$ cat config.mk
export PLATFORM = sky130hd
export DESIGN_NAME = spi_rx_deser
export DESIGN_NICKNAME = d
export VERILOG_FILES = /design/src/rtl/spi_pkg.sv /design/src/rtl/spi_rx_fifo.sv /design/src/rtl/spi_rx_deser.sv
export SDC_FILE = /design/constraint.sdc
export NUM_CORES = 1
export LEC_CHECK = 0
export ABC_AREA = 0
export ABC_CLOCK_PERIOD_IN_PS = 4000
export CORE_MARGIN = 2
export CORE_UTILIZATION = 35
export CTS_BUF_LIST = sky130_fd_sc_hd__clkbuf_8
export DETAILED_ROUTE_END_ITERATION = 8
export PLACE_DENSITY = 0.51
export SYNTH_ARGS = -nofsm -noshare
export SYNTH_HDL_FRONTEND = slang
export SYNTH_HIERARCHICAL = 1
export SYNTH_SLANG_ARGS = --single-unit
$ cat constraint.sdc
create_clock -name clk -period 4 [get_ports clk]
set_input_delay 0.4 -clock clk [delete_from_list [all_inputs] [get_ports clk]]
set_output_delay 0.4 -clock clk [all_outputs]
set_load 0.01 [all_outputs]
$ cat src/rtl/spi_pkg.sv
// spi_pkg: shared SPI word width, receiver FSM states and bus idle levels.
package spi_pkg;
    localparam int   SPI_WORD_W    = 16;
    localparam logic SPI_CS_IDLE   = 1'b1;
    localparam logic SPI_SCLK_IDLE = 1'b0;
    typedef enum logic [1:0] {IDLE, SHIFT, HOLD} spi_state_e;
endpackage

$ cat src/rtl/spi_rx_fifo.sv
// spi_rx_fifo: first-word-fall-through FIFO holding received SPI words.
module spi_rx_fifo #(
    parameter int DATA_W = 16,
    parameter int DEPTH  = 4
) (
    input  logic                       clk,
    input  logic                       reset,
    input  logic                       push,
    input  logic [DATA_W-1:0]          din,
    input  logic                       pop,
    output logic [DATA_W-1:0]          dout,
    output logic                       empty,
    output logic [$clog2(DEPTH):0]     level,
    output logic                       drop
);
    localparam int AW = $clog2(DEPTH);
    logic [DATA_W-1:0] mem [DEPTH];
    logic [AW-1:0] wptr, rptr;
    logic full, wr, rd;
    assign full  = level == (AW+1)'(DEPTH);
    assign empty = level == '0;
    // a pop frees the slot a same-cycle push needs, so full only drops without a pop
    assign wr    = push & (~full | pop);
    assign rd    = pop & ~empty;
    assign drop  = push & full & ~pop;
    assign dout  = empty ? '0 : mem[rptr];
    always_ff @(posedge clk) begin
        if (wr) mem[wptr] <= din;
    end
    always_ff @(posedge clk or posedge reset) begin
        if (reset) begin
            wptr  <= '0;
            rptr  <= '0;
            level <= '0;
        end else begin
            wptr  <= wptr + AW'(wr);
            rptr  <= rptr + AW'(rd);
            level <= level + (AW+1)'(wr) - (AW+1)'(rd);
        end
    end
endmodule

$ cat src/rtl/spi_rx_deser.sv
// spi_rx_deser: SPI slave receiver rebuilding MSB-first frames into a valid/ready word stream.
module spi_rx_deser
    import spi_pkg::*;
#(
    parameter int DATA_W      = SPI_WORD_W,
    parameter int SYNC_STAGES = 2,
    parameter int FIFO_DEPTH  = 4
) (
    input  logic                          clk,
    input  logic                          reset,
    input  logic                          spi_cs_l,
    input  logic                          spi_clk,
    input  logic                          spi_data,
    output logic [DATA_W-1:0]             dout,
    output logic                          dout_valid,
    input  logic                          dout_ready,
    output logic                          frame_err,
    output logic                          overflow,
    output logic [$clog2(FIFO_DEPTH):0]   fifo_level
);
    localparam int CW = $clog2(DATA_W) + 1;
    logic [SYNC_STAGES-1:0] cs_s, sclk_s, data_s;
    logic [SYNC_STAGES:0] flush;
    logic cs_p, sclk_p, armed;
    logic cs_now, cs_fall, cs_rise, sclk_rise, data_sync;
    spi_state_e state, state_n;
    logic [CW-1:0] cnt, cnt_n;
    logic [DATA_W-1:0] shreg, shreg_n;
    logic xbit, xbit_n, push_q, push_n, err_n, empty;
    assign cs_now    = cs_s[SYNC_STAGES-1];
    assign cs_fall   = cs_p & ~cs_now;
    assign cs_rise   = ~cs_p & cs_now;
    assign sclk_rise = ~sclk_p & sclk_s[SYNC_STAGES-1];
    assign data_sync = data_s[SYNC_STAGES-1];
    // armed only once CS is seen high after the reset values have flushed out,
    // so a frame already running at reset release is never picked up mid-way
    always_ff @(posedge clk or posedge reset) begin
        if (reset) begin
            cs_s   <= {SYNC_STAGES{SPI_CS_IDLE}};
            sclk_s <= {SYNC_STAGES{SPI_SCLK_IDLE}};
            data_s <= '0;
            cs_p   <= SPI_CS_IDLE;
            sclk_p <= SPI_SCLK_IDLE;
            flush  <= '0;
            armed  <= 1'b0;
        end else begin
            cs_s   <= {cs_s[SYNC_STAGES-2:0], spi_cs_l};
            sclk_s <= {sclk_s[SYNC_STAGES-2:0], spi_clk};
            data_s <= {data_s[SYNC_STAGES-2:0], spi_data};
            cs_p   <= cs_now;
            sclk_p <= sclk_s[SYNC_STAGES-1];
            flush  <= {flush[SYNC_STAGES-1:0], 1'b1};
            armed  <= armed | (flush[SYNC_STAGES] & cs_now);
        end
    end
    always_comb begin
        state_n = state;
        cnt_n   = cnt;
        shreg_n = shreg;
        xbit_n  = xbit;
        push_n  = 1'b0;
        err_n   = 1'b0;
        case (state)
            IDLE: begin
                cnt_n  = '0;
                xbit_n = 1'b0;
                if (cs_fall && armed) state_n = SHIFT;
            end
            SHIFT: begin
                if (sclk_rise) begin
                    shreg_n = {shreg[DATA_W-2:0], data_sync};
                    cnt_n   = cnt + 1'b1;
                end
                if (cnt_n == CW'(DATA_W)) begin
                    push_n  = 1'b1;
                    state_n = HOLD;
                end
                // the edge above is counted before a same-cycle CS rise is judged
                if (cs_rise) begin
                    err_n   = cnt_n != CW'(DATA_W);
                    state_n = IDLE;
                end
            end
            HOLD: begin
                xbit_n = xbit | sclk_rise;
                if (cs_rise) begin
                    err_n   = xbit | sclk_rise;
                    xbit_n  = 1'b0;
                    state_n = IDLE;
                end
            end
            default: state_n = IDLE;
        endcase
    end
    always_ff @(posedge clk or posedge reset) begin
        if (reset) begin
            state     <= IDLE;
            cnt       <= '0;
            shreg     <= '0;
            xbit      <= 1'b0;
            push_q    <= 1'b0;
            frame_err <= 1'b0;
        end else begin
            state     <= state_n;
            cnt       <= cnt_n;
            shreg     <= shreg_n;
            xbit      <= xbit_n;
            push_q    <= push_n;
            frame_err <= err_n;
        end
    end
    assign dout_valid = ~empty;
    spi_rx_fifo #(.DATA_W(DATA_W), .DEPTH(FIFO_DEPTH)) u_fifo (
        .clk   (clk),
        .reset (reset),
        .push  (push_q),
        .din   (shreg),
        .pop   (dout_valid & dout_ready),
        .dout  (dout),
        .empty (empty),
        .level (fifo_level),
        .drop  (overflow)
    );
endmodule

==> impl_metrics.csv <==
group,metric,value,unit
timing,fmax,0.342,GHz
global_routing,grt_start_max_net_pins,22,
global_routing,grt_pass1_wl,12.2,mm
place,io_buffer_count,27,
logic_synthesis,avgSynthCellArea,17.7,um2
clock_tree,tritoncts,"done",
floorplanning,start_util,0.356,
critical_path,endpoint,"dout[15]",
final_layout,stdcell_area,5160,um2
logic_synthesis,synthFlopType,"edfxtp_1",
critical_path,r2r_slack,1.54,ns
final_layout,final_cell_mix,"edfxtp_1 (64), dfrtp_1 (42), clkdlybuf4s50_1 (27)",
timing,relSlewSlack,0.384,
floorplanning,io_pins,28,
clock_tree,cts_made_buffers,9,
logic_synthesis,synth_cells,253,
detailed_routing,antenna_left,0,
critical_path,critPathRequiredTime,3.60,ns
clock_tree,htreeDepth,3,
critical_path,r2r-start,"u_fifo/level[1]$_DFF_PP0_",
timing,setup_viol,0,
logic_synthesis,async_flop_share,0.413,
pwr,leakage,0.00198,uW
final_layout,drive_gt1_frac,0.227,
floorplanning,coreArea,12600,um2
critical_path,r2r_end,"u_fifo/level[2]$_DFF_PP0_",
final_layout,antennaDiodeCount,0,
global_routing,grt_busiest_layer,"met2",
critical_path,crit_fanout,13,
clock_tree,worstSkewPairLatency,0.37,ns
job,max_cap_violations,0,
timing,slew_violations,0,
floorplanning,die-area,13700,um2
timing,fin_crit,2.92,ns
logic_synthesis,ys_ff_latch,109,
detailed_routing,first_pass_iters,4,
floorplanning,die_h,117,um
pwr,clockPowerShare,0.209,
global_routing,antenna_found_initial,0,
logic_synthesis,yosysWarningCount,6,
logic_synthesis,syn_area,4470,um2
final_layout,synthToLayoutAreaGrowth,15.4,%
detailed_routing,detail_route.iter0.violations,50,
pwr,ir_drop,0.000223,V
timing,setup_tns,0,ns
timing,finalCritPeriodShare,0.730,
critical_path,path_class,"reg2out",
critical_path,reg2reg_depth,9,
detailed_routing,vias,2162,
clock_tree,clockBufferDepth,2,
global_routing,gr-usage-met2,0.204,
critical_path,crit_start,"u_fifo/rptr[0]$_DFF_PP0_",
detailed_routing,wl,7.36,mm
detailed_routing,vias_per_cell,4.63,
floorplanning,row_count,41,
pwr,seq_power_share,0.492,
clock_tree,cts_setup_buffers,0,
final_layout,fillers,1166,
final_layout,layout_commonest_cell,"edfxtp_1",
place,place_hpwl,4.63,mm
timing,tightestPinTransition,0.924,ns
pwr,power_density,595,nW/um2
critical_path,cp-end-kind,"output port",
timing,finalHoldViolations,0,
global_routing,grt_pass1_vias,2265,
logic_synthesis,ys_seq_area_frac,0.683,
clock_tree,clock-root-buffer,"clkbuf_8",
pwr,swShare,0.287,
global_routing,met1_usage,0.156,
global_routing,globalRouteOverflowTotal,0,
floorplanning,fp.dieW,117,um
global_routing,grt_util_met3,0.0355,
final_layout,fin_util,0.410,
detailed_routing,wire_per_inst,15.8,um
logic_synthesis,syn-num-nets,266,
clock_tree,postCtsResizedCells,0,
detailed_routing,drc,0,
pwr,intPower,2190,uW
timing,grt_setup_unrepaired,"no",
logic_synthesis,synth_cell_types,46,
final_layout,nNetsFinal,303,
run_status,outcome,"finished, final reports clean",
critical_path,critPathArrivalTime,2.52,ns
timing,skew,0.00864,ns
global_routing,grt_usage,0.123,
pwr,net-switching-power,880,uW
logic_synthesis,synth_edf_count,64,
critical_path,startpoint_type,"flip-flop",
clock_tree,postCtsHoldBufs,0,
pwr,combPwrFrac,0.299,
place,dpl_cell_area,4960,um2
hold_path,hp-class,"in2async",
timing,whs,0.293,ns
clock_tree,cts_sinks,109,
place,gp_congestion,0.709,
clock_tree,clk_pin_slew,0.09,ns
critical path: stages (launching register included):
cell and delay, ns:
dfrtp_1 0.56, buf_4 0.35, mux4_1 0.58, nor2b_1 0.16, clkdlybuf4s50_1 0.50
power by group through the flow:
stage | combinational, uW | sequential, uW | clock, uW
detailed placement | 934 | 1540 | 0
CTS | 939 | 1520 | 671
global route | 1010 | 1540 | 703
finish | 918 | 1510 | 641
global placement | 927 | 1540 | 0
floorplan | 666 | 1450 | 0
kinds of logic after synthesis:
group | synth area share
muxes | 0.135
AOI/OAI and AO/OA | 0.0319
buffers and inverters | 0.0207
xor gates and xnor gates | 0.0137
and+or+nand+nor | 0.0932
other | 0.000839
DFF | 0.683
adders and majority gates | 0.0213
sequential cells by signal (all words and copies together) (netlist names), 3 cells and up:
| signal | count |
|---|---|
| shreg | 16 |
| flush | 3 |
| u_fifo/level | 3 |
| cnt | 5 |
| u_fifo/mem | 64 |
cell type report:
| class | count | area, um2 | share of cell area |
|---|---|---|---|
| flip-flops and latches | 109 | 3050 | 0.592 |
| multi-input cells | 128 | 1350 | 0.261 |
| repair buffers | 33 | 315 | 0.0612 |
| well taps | 172 | 215 | 0.0417 |
| clock buffers | 10 | 138 | 0.0267 |
| clock inverters | 6 | 56.3 | 0.0109 |
| inverters | 9 | 33.8 | 0.00655 |
cell usage after synthesis (3+ instances only):
library cell,number,area [um2]
buf_2,4,20.0
dfrtp_1,42,1050
dfstp_2,3,78.8
edfxtp_1,64,1920
ha_1,6,75.1
inv_1,9,33.8
mux2_2,16,180
mux4_1,8,210
mux4_2,8,180
nand2_1,11,41.3
nand2b_1,4,25.0
nor2_1,7,26.3
nor2b_1,10,62.6
nor2b_4,8,110
nor3b_1,3,22.5
o21ai_0,8,40.0
xnor2_1,5,43.8
metrics by stage:
stage / cells / setup slack [ns] / total power [uW]
finish: 467 / 1.08 / 3070
CTS: 467 / 1.00 / 3130
floorplan: 253 / 1.09 / 2120
global route: 467 / 0.911 / 3260
detailed placement: 451 / 1.33 / 2480
global placement: 451 / 1.36 / 2460
worst min path at each step:
stage / depth (start not counted) / startpoint / end / slack [ns]
detailed placement: 0 / data_s[0]$_DFF_PP0_ / data_s[1]$_DFF_PP0_ / 0.34
CTS: 2 / reset / u_fifo/rptr[1]$_DFF_PP0_ / 0.28
global placement: 0 / flush[0]$_DFF_PP0_ / flush[1]$_DFF_PP0_ / 0.33
finish: 2 / reset / u_fifo/rptr[1]$_DFF_PP0_ / 0.29
global route: 2 / reset / u_fifo/rptr[1]$_DFF_PP0_ / 0.30
floorplan: 1 / reset / u_fifo/level[0]$_DFF_PP0_ / 0.20
per-layer routing:
| layer | part of all wire | vias up | wire length (um) |
|---|---|---|---|
| met4 | 0.015 | 0 | 113 |
| met1 | 0.46 | 1103 | 3350 |
| met2 | 0.50 | 30 | 3670 |
| li1 | - | 1019 | - |
| met5 | 0 | - | 0 |
| met3 | 0.030 | 10 | 223 |
Power figures use the tool's default switching activity.
